[src/rtl/bus_grant_arbiter.sv]
// bus_grant_arbiter: round-robin bus arbiter with bounded tenure and registered mux select
module bus_grant_arbiter #(
  parameter int               N_REQ      = 32,
  parameter int               SEL_W      = 5,
  parameter logic [N_REQ-1:0] VALID_MASK = 32'h02EF_FFFF,
  parameter int               MAX_HOLD   = 8
) (
  input  logic             clk,
  input  logic             clear,
  input  logic [N_REQ-1:0] req,
  output logic [N_REQ-1:0] grant,
  output logic [SEL_W-1:0] bus_select,
  output logic             bus_valid,
  output logic             data_valid,
  output logic             preempt
);
  typedef enum logic {IDLE, OWN} state_t;
  state_t           state_q, state_d;
  logic [SEL_W-1:0] sel_q, sel_d, ptr_q, ptr_d, win, idx;
  logic [7:0]       hold_q, hold_d;
  logic             preempt_q, preempt_d, dv_q, found;
  logic [N_REQ-1:0] ereq, others;
  always_ff @(posedge clk) begin
    if (clear) begin
      state_q   <= IDLE;
      sel_q     <= '0;
      ptr_q     <= SEL_W'(N_REQ - 1);
      hold_q    <= '0;
      preempt_q <= 1'b0;
      dv_q      <= 1'b0;
    end else begin
      state_q   <= state_d;
      sel_q     <= sel_d;
      ptr_q     <= ptr_d;
      hold_q    <= hold_d;
      preempt_q <= preempt_d;
      dv_q      <= state_q == OWN;
    end
  end
  always_comb begin
    ereq = req & VALID_MASK;
    others = ereq;
    others[sel_q] = 1'b0;
    win = '0;
    idx = '0;
    found = 1'b0;
    // Search starts just past the last winner, so the current owner is checked last.
    for (int i = 1; i <= N_REQ; i++) begin
      idx = SEL_W'((int'(ptr_q) + i) % N_REQ);
      if (!found && ereq[idx]) begin
        found = 1'b1;
        win = idx;
      end
    end
    state_d = state_q;
    sel_d = sel_q;
    ptr_d = ptr_q;
    hold_d = hold_q;
    preempt_d = 1'b0;
    if (state_q == IDLE) begin
      if (found) begin
        state_d = OWN;
        sel_d = win;
        ptr_d = win;
        hold_d = 8'd1;
      end
    end else if (!ereq[sel_q] || (hold_q == 8'(MAX_HOLD) && |others)) begin
      state_d = |others ? OWN : IDLE;
      sel_d = |others ? win : sel_q;
      ptr_d = |others ? win : ptr_q;
      hold_d = |others ? 8'd1 : 8'd0;
      preempt_d = |others && ereq[sel_q];
    end else begin
      hold_d = hold_q == 8'(MAX_HOLD) ? hold_q : hold_q + 8'd1;
    end
  end
  always_comb begin
    bus_valid = state_q == OWN;
    bus_select = sel_q;
    grant = '0;
    if (bus_valid) grant[sel_q] = 1'b1;
    preempt = preempt_q;
    data_valid = dv_q;
  end
endmodule
[config.mk]
export PLATFORM = sky130hd
export DESIGN_NAME = bus_grant_arbiter
export DESIGN_NICKNAME = d
export VERILOG_FILES = /design/src/rtl/bus_grant_arbiter.sv
export SDC_FILE = /design/constraint.sdc
export NUM_CORES = 1
export LEC_CHECK = 0
export CAP_MARGIN = 20
export CORE_MARGIN = 5
export CORE_UTILIZATION = 45
export CTS_BUF_LIST = sky130_fd_sc_hd__clkbuf_4 sky130_fd_sc_hd__clkbuf_8 sky130_fd_sc_hd__clkbuf_16
export DETAILED_ROUTE_END_ITERATION = 6
export PLACE_DENSITY = 0.68
export REMOVE_ABC_BUFFERS = 1
export SYNTH_ARGS = -nofsm -noshare
export SYNTH_HDL_FRONTEND = slang
export SYNTH_SLANG_ARGS = --single-unit
[constraint.sdc]
create_clock -name clk -period 5 [get_ports clk]
set_input_delay 1 -clock clk [delete_from_list [all_inputs] [get_ports clk]]
set_output_delay 1 -clock clk [all_outputs]
set_load 0.005 [all_outputs]
==> results.md <==
- Required time at the endpoint of the critical path: 5.16 ns
- Buffers added on ports: 65
- Syn-to-layout area delta: 40.0%
- Detail-routed net length per standard cell: 22.1 µm
- First-pass GRT wire length: 46.3 mm
- Proportion of synthesized flip-flops having asynchronous set or reset: 0%
- CTS Hold Buffers Added: 0
- Post-Syn Instances: approximately 920
- Register area share after synthesis: 6.06%
- Distinct cells, synth: 95
- DRT Pass-1 Iters: 6
- Placed cell area: around 0.0094 mm²
- Routed wire length: 30.5 mm
- Nets@finish: 1,239
- Congestion Overflow GR: 0
- Post-Route Skew: 0.00334 ns
- Height of the chip: between 100 and 150 µm
- Clock latency on the worst-skew pair: 0.25 ns
- Largest cells by area after synthesis: sky130_fd_sc_hd__mux4_2 11%, sky130_fd_sc_hd__dfxtp_1 6.1%, sky130_fd_sc_hd__mux2i_1 5.8%, sky130_fd_sc_hd__o21ai_0 5.3%, sky130_fd_sc_hd__nor2_1 5.1%
- Endpoint, Worst Hold: hold_q[3]
- Final hold vios: 0
- Standard cell with the maximum stage delay on the critical path: sky130_fd_sc_hd__mux4_2
- Setup_tns: 0 ns
- Top library cells by usage in the layout, fill and taps aside: 253 x sky130_fd_sc_hd__buf_4, 94 x sky130_fd_sc_hd__nor2_1, 91 x sky130_fd_sc_hd__nand2_1
- Full die area: approximately 0.018 mm²
- Final critical delay including setup and external delays: 4.89 ns
- Minimum setup slack among reg-to-reg paths: 0.19 ns
- Final weighted congestion in routability-driven placement: 1.04
- Arrival @ worst endpoint: around 5.1 ns
- Vias: slightly below 9,000
- Synthesized area: 0.00693 mm²
- Number of top-level pins: 74
- Number of storage elements in the synthesis netlist: 21
- Largest buffer count on any clock path: 2
- Number of violations reported at the end of detailed-routing iteration 0: 930
- CP Cell Sequence: dlymetal6s2s_1 > mux4_2 > mux4_2 > nand2_2 > a21boi_4 > or4b_4 > buf_6 > nor4_4 > nand2_1 > buf_6 > or3_4 > buf_4 > o31a_1 > nand4_1 > o211ai_1 > a311oi_1
- Placement row count: 45
- Clock transition time at the flip-flop clock pins of the worst setup and hold paths: about 0.06 ns
- Most used flip-flop cell after synthesis: sky130_fd_sc_hd__dfxtp_1
- Number of global-route vias before repair: about 8,400
- Fraction of post-synthesis cell area in the top cell type by area: 11.4%
- Die Span X: about 130 µm
- Overall global routing resource usage: ~32%
- Final Cycle Share: 97.9%
- Starting density of the core: 45.8%
- Slew Limit Fails: 0
- Num CTS Buffers: 3
- Hold depth: 2
- Placeable Area: 0.0151 mm²
- Slew @ Worst Pin: about 0.85 ns
- Layout cell share with drive strength beyond 1: between 30% and 40%
- CP delay by family, top: simple AND/OR/NAND/NOR gates
- Sort of element at the start of the critical path: input pin
- Mapped Avg Cell Area: 7.53 µm²
- Final hold slack: 0.526 ns
- Worst reg2reg startpoint: ptr_q[0]
- Final non-filler cell area: 0.00970 mm²
- Largest net degree at the start of global routing: 49
- Unrepaired setup endpoints after global routing: false
- Max incr delay on CP: about 0.58 ns
- Count of inserted antenna diode cells: 0
- Fmax achieved: 0.204 GHz
- DRT antenna net count: 0
- TritonCTS clock tree: built
- Final setup violating endpoints: 0
- Run status: finished, final reports clean
- Total DRC errors in the routed layout: 0
- Root buffer cell: sky130_fd_sc_hd__clkbuf_16
- Crit Reg-Reg Endpoint: bus_select[1]
- Post-layout utilization of the core: ~64%
- CP bufs+invs: 4
- Drt via density: 6.49
- Antenna violations before repair: 1
- Rel. slew slack: 43.0%
- Estimated wirelength of the detail-placed design: 24.2 mm
- Critical path class: in2reg
- Type of the most critical hold path: reg2reg
- Max Cap Viol: 0
- Endpoint type of the worst setup path: register
- Largest fanout on the critical path: 7
- Post-synth EDFFs: 0
- Post-synth top area cell: sky130_fd_sc_hd__mux4_2
- Count of warnings emitted by yosys: 0
- Cell count of the worst reg-to-reg path: 19
- Commonest non-fill, non-tap cell in the layout: sky130_fd_sc_hd__buf_4
- Hold Crit Start: hold_q[3]
- Clk sink count: 21
- H-tree levels: 1
## tightest hold or removal path, delay by kind of cell (launching register included)
kind / cells / cell delay, ns
AOI/OAI and AO/OA: 1 / 0.05
DFF: 1 / 0.35
and+or+nand+nor: 1 / 0.08
## stage by stage
stage | instances | worst slack (ns)
finish | 1377 | 0.106
global route | 1377 | 0.00342
CTS | 1365 | -0.0305
detailed placement | 1360 | -0.327
global placement | 1360 | -0.307
floorplan | 860 | -1.77
## registers in the layout (all words and copies together), names as in the netlist
signal      cells
bus_valid       1
hold_q          8
data_valid      1
preempt         1
ptr_q           5
bus_select      5
## per-layer routing
metal	vias up	global-route usage [%]	part of all wire, %
li1	4105	-	-
met1	4232	42.6	41
met2	496	52.6	45
met3	97	4.05	8.1
met4	2	15.8	5.6
met5	-	0	0.043
## timing repair
| item | 4_1_cts | 5_1_grt |
|---|---|---|
| buffers inserted | 1 | 12 |
| gates cloned | 0 | 0 |
| pin swaps | 2 | 14 |
| resized for setup | 9 | 57 |
| setup endpoints to repair | 13 | 18 |
## synth_stat cells, types with 11 or more instances
cell / n
sky130_fd_sc_hd__a211oi_1: 12
sky130_fd_sc_hd__o211ai_1: 16
sky130_fd_sc_hd__ha_1: 15
sky130_fd_sc_hd__a21oi_1: 52
sky130_fd_sc_hd__nand3_1: 27
sky130_fd_sc_hd__nor2_1: 95
sky130_fd_sc_hd__a21boi_0: 11
sky130_fd_sc_hd__nor3_1: 26
sky130_fd_sc_hd__buf_2: 15
sky130_fd_sc_hd__nand2_1: 91
sky130_fd_sc_hd__o22ai_1: 12
sky130_fd_sc_hd__o21ai_0: 73
sky130_fd_sc_hd__dfxtp_1: 21
sky130_fd_sc_hd__clkbuf_1: 35
sky130_fd_sc_hd__and3_1: 12
sky130_fd_sc_hd__inv_1: 19
sky130_fd_sc_hd__mux4_2: 35
sky130_fd_sc_hd__nand2b_1: 13
sky130_fd_sc_hd__xnor2_1: 21
sky130_fd_sc_hd__and2_1: 14
sky130_fd_sc_hd__nand4_1: 12
sky130_fd_sc_hd__xor2_1: 15
sky130_fd_sc_hd__mux2_2: 17
sky130_fd_sc_hd__mux2i_1: 40
## worst max-delay path by stage
stage,start,end,slack [ns],depth (start not counted)
after global routing,req[23],bus_select[1],0.003,17
after floorplan,ptr_q[0],bus_select[3],-1.77,14
after CTS,req[12],bus_select[1],-0.03,16
after global placement,req[3],bus_select[0],-0.31,16
after detailed placement,req[3],bus_select[0],-0.33,16
final,req[12],bus_select[1],0.11,16
## cell families (layout without fill, tap and decap cells)
family / after synthesis / in the layout / share of synthesized area, %
buffers and inverters: 83 / 351 / 5.36
AND/OR/NAND/NOR: 359 / 359 / 26.9
XOR/XNOR: 38 / 38 / 5.02
flip-flops: 21 / 21 / 6.06
multiplexers: 104 / 104 / 24.2
adder cells (fa/ha/maj): 15 / 15 / 2.71
AO/OA/AOI/OAI: 301 / 301 / 29.8
## cell type report
type                    count  area, µm²
clock buffers               3       75.1
clock inverters             1       5.00
fillers                  1352       5440
inverters                  22       82.6
multi-input cells         817       6210
flip-flops and latches     21        423
well taps                 188        235
repair buffers            325       2680
Power is left out: the tool's default activity adds up to more than one toggle a clock period on the data nets, which glitch-free logic cannot reach.
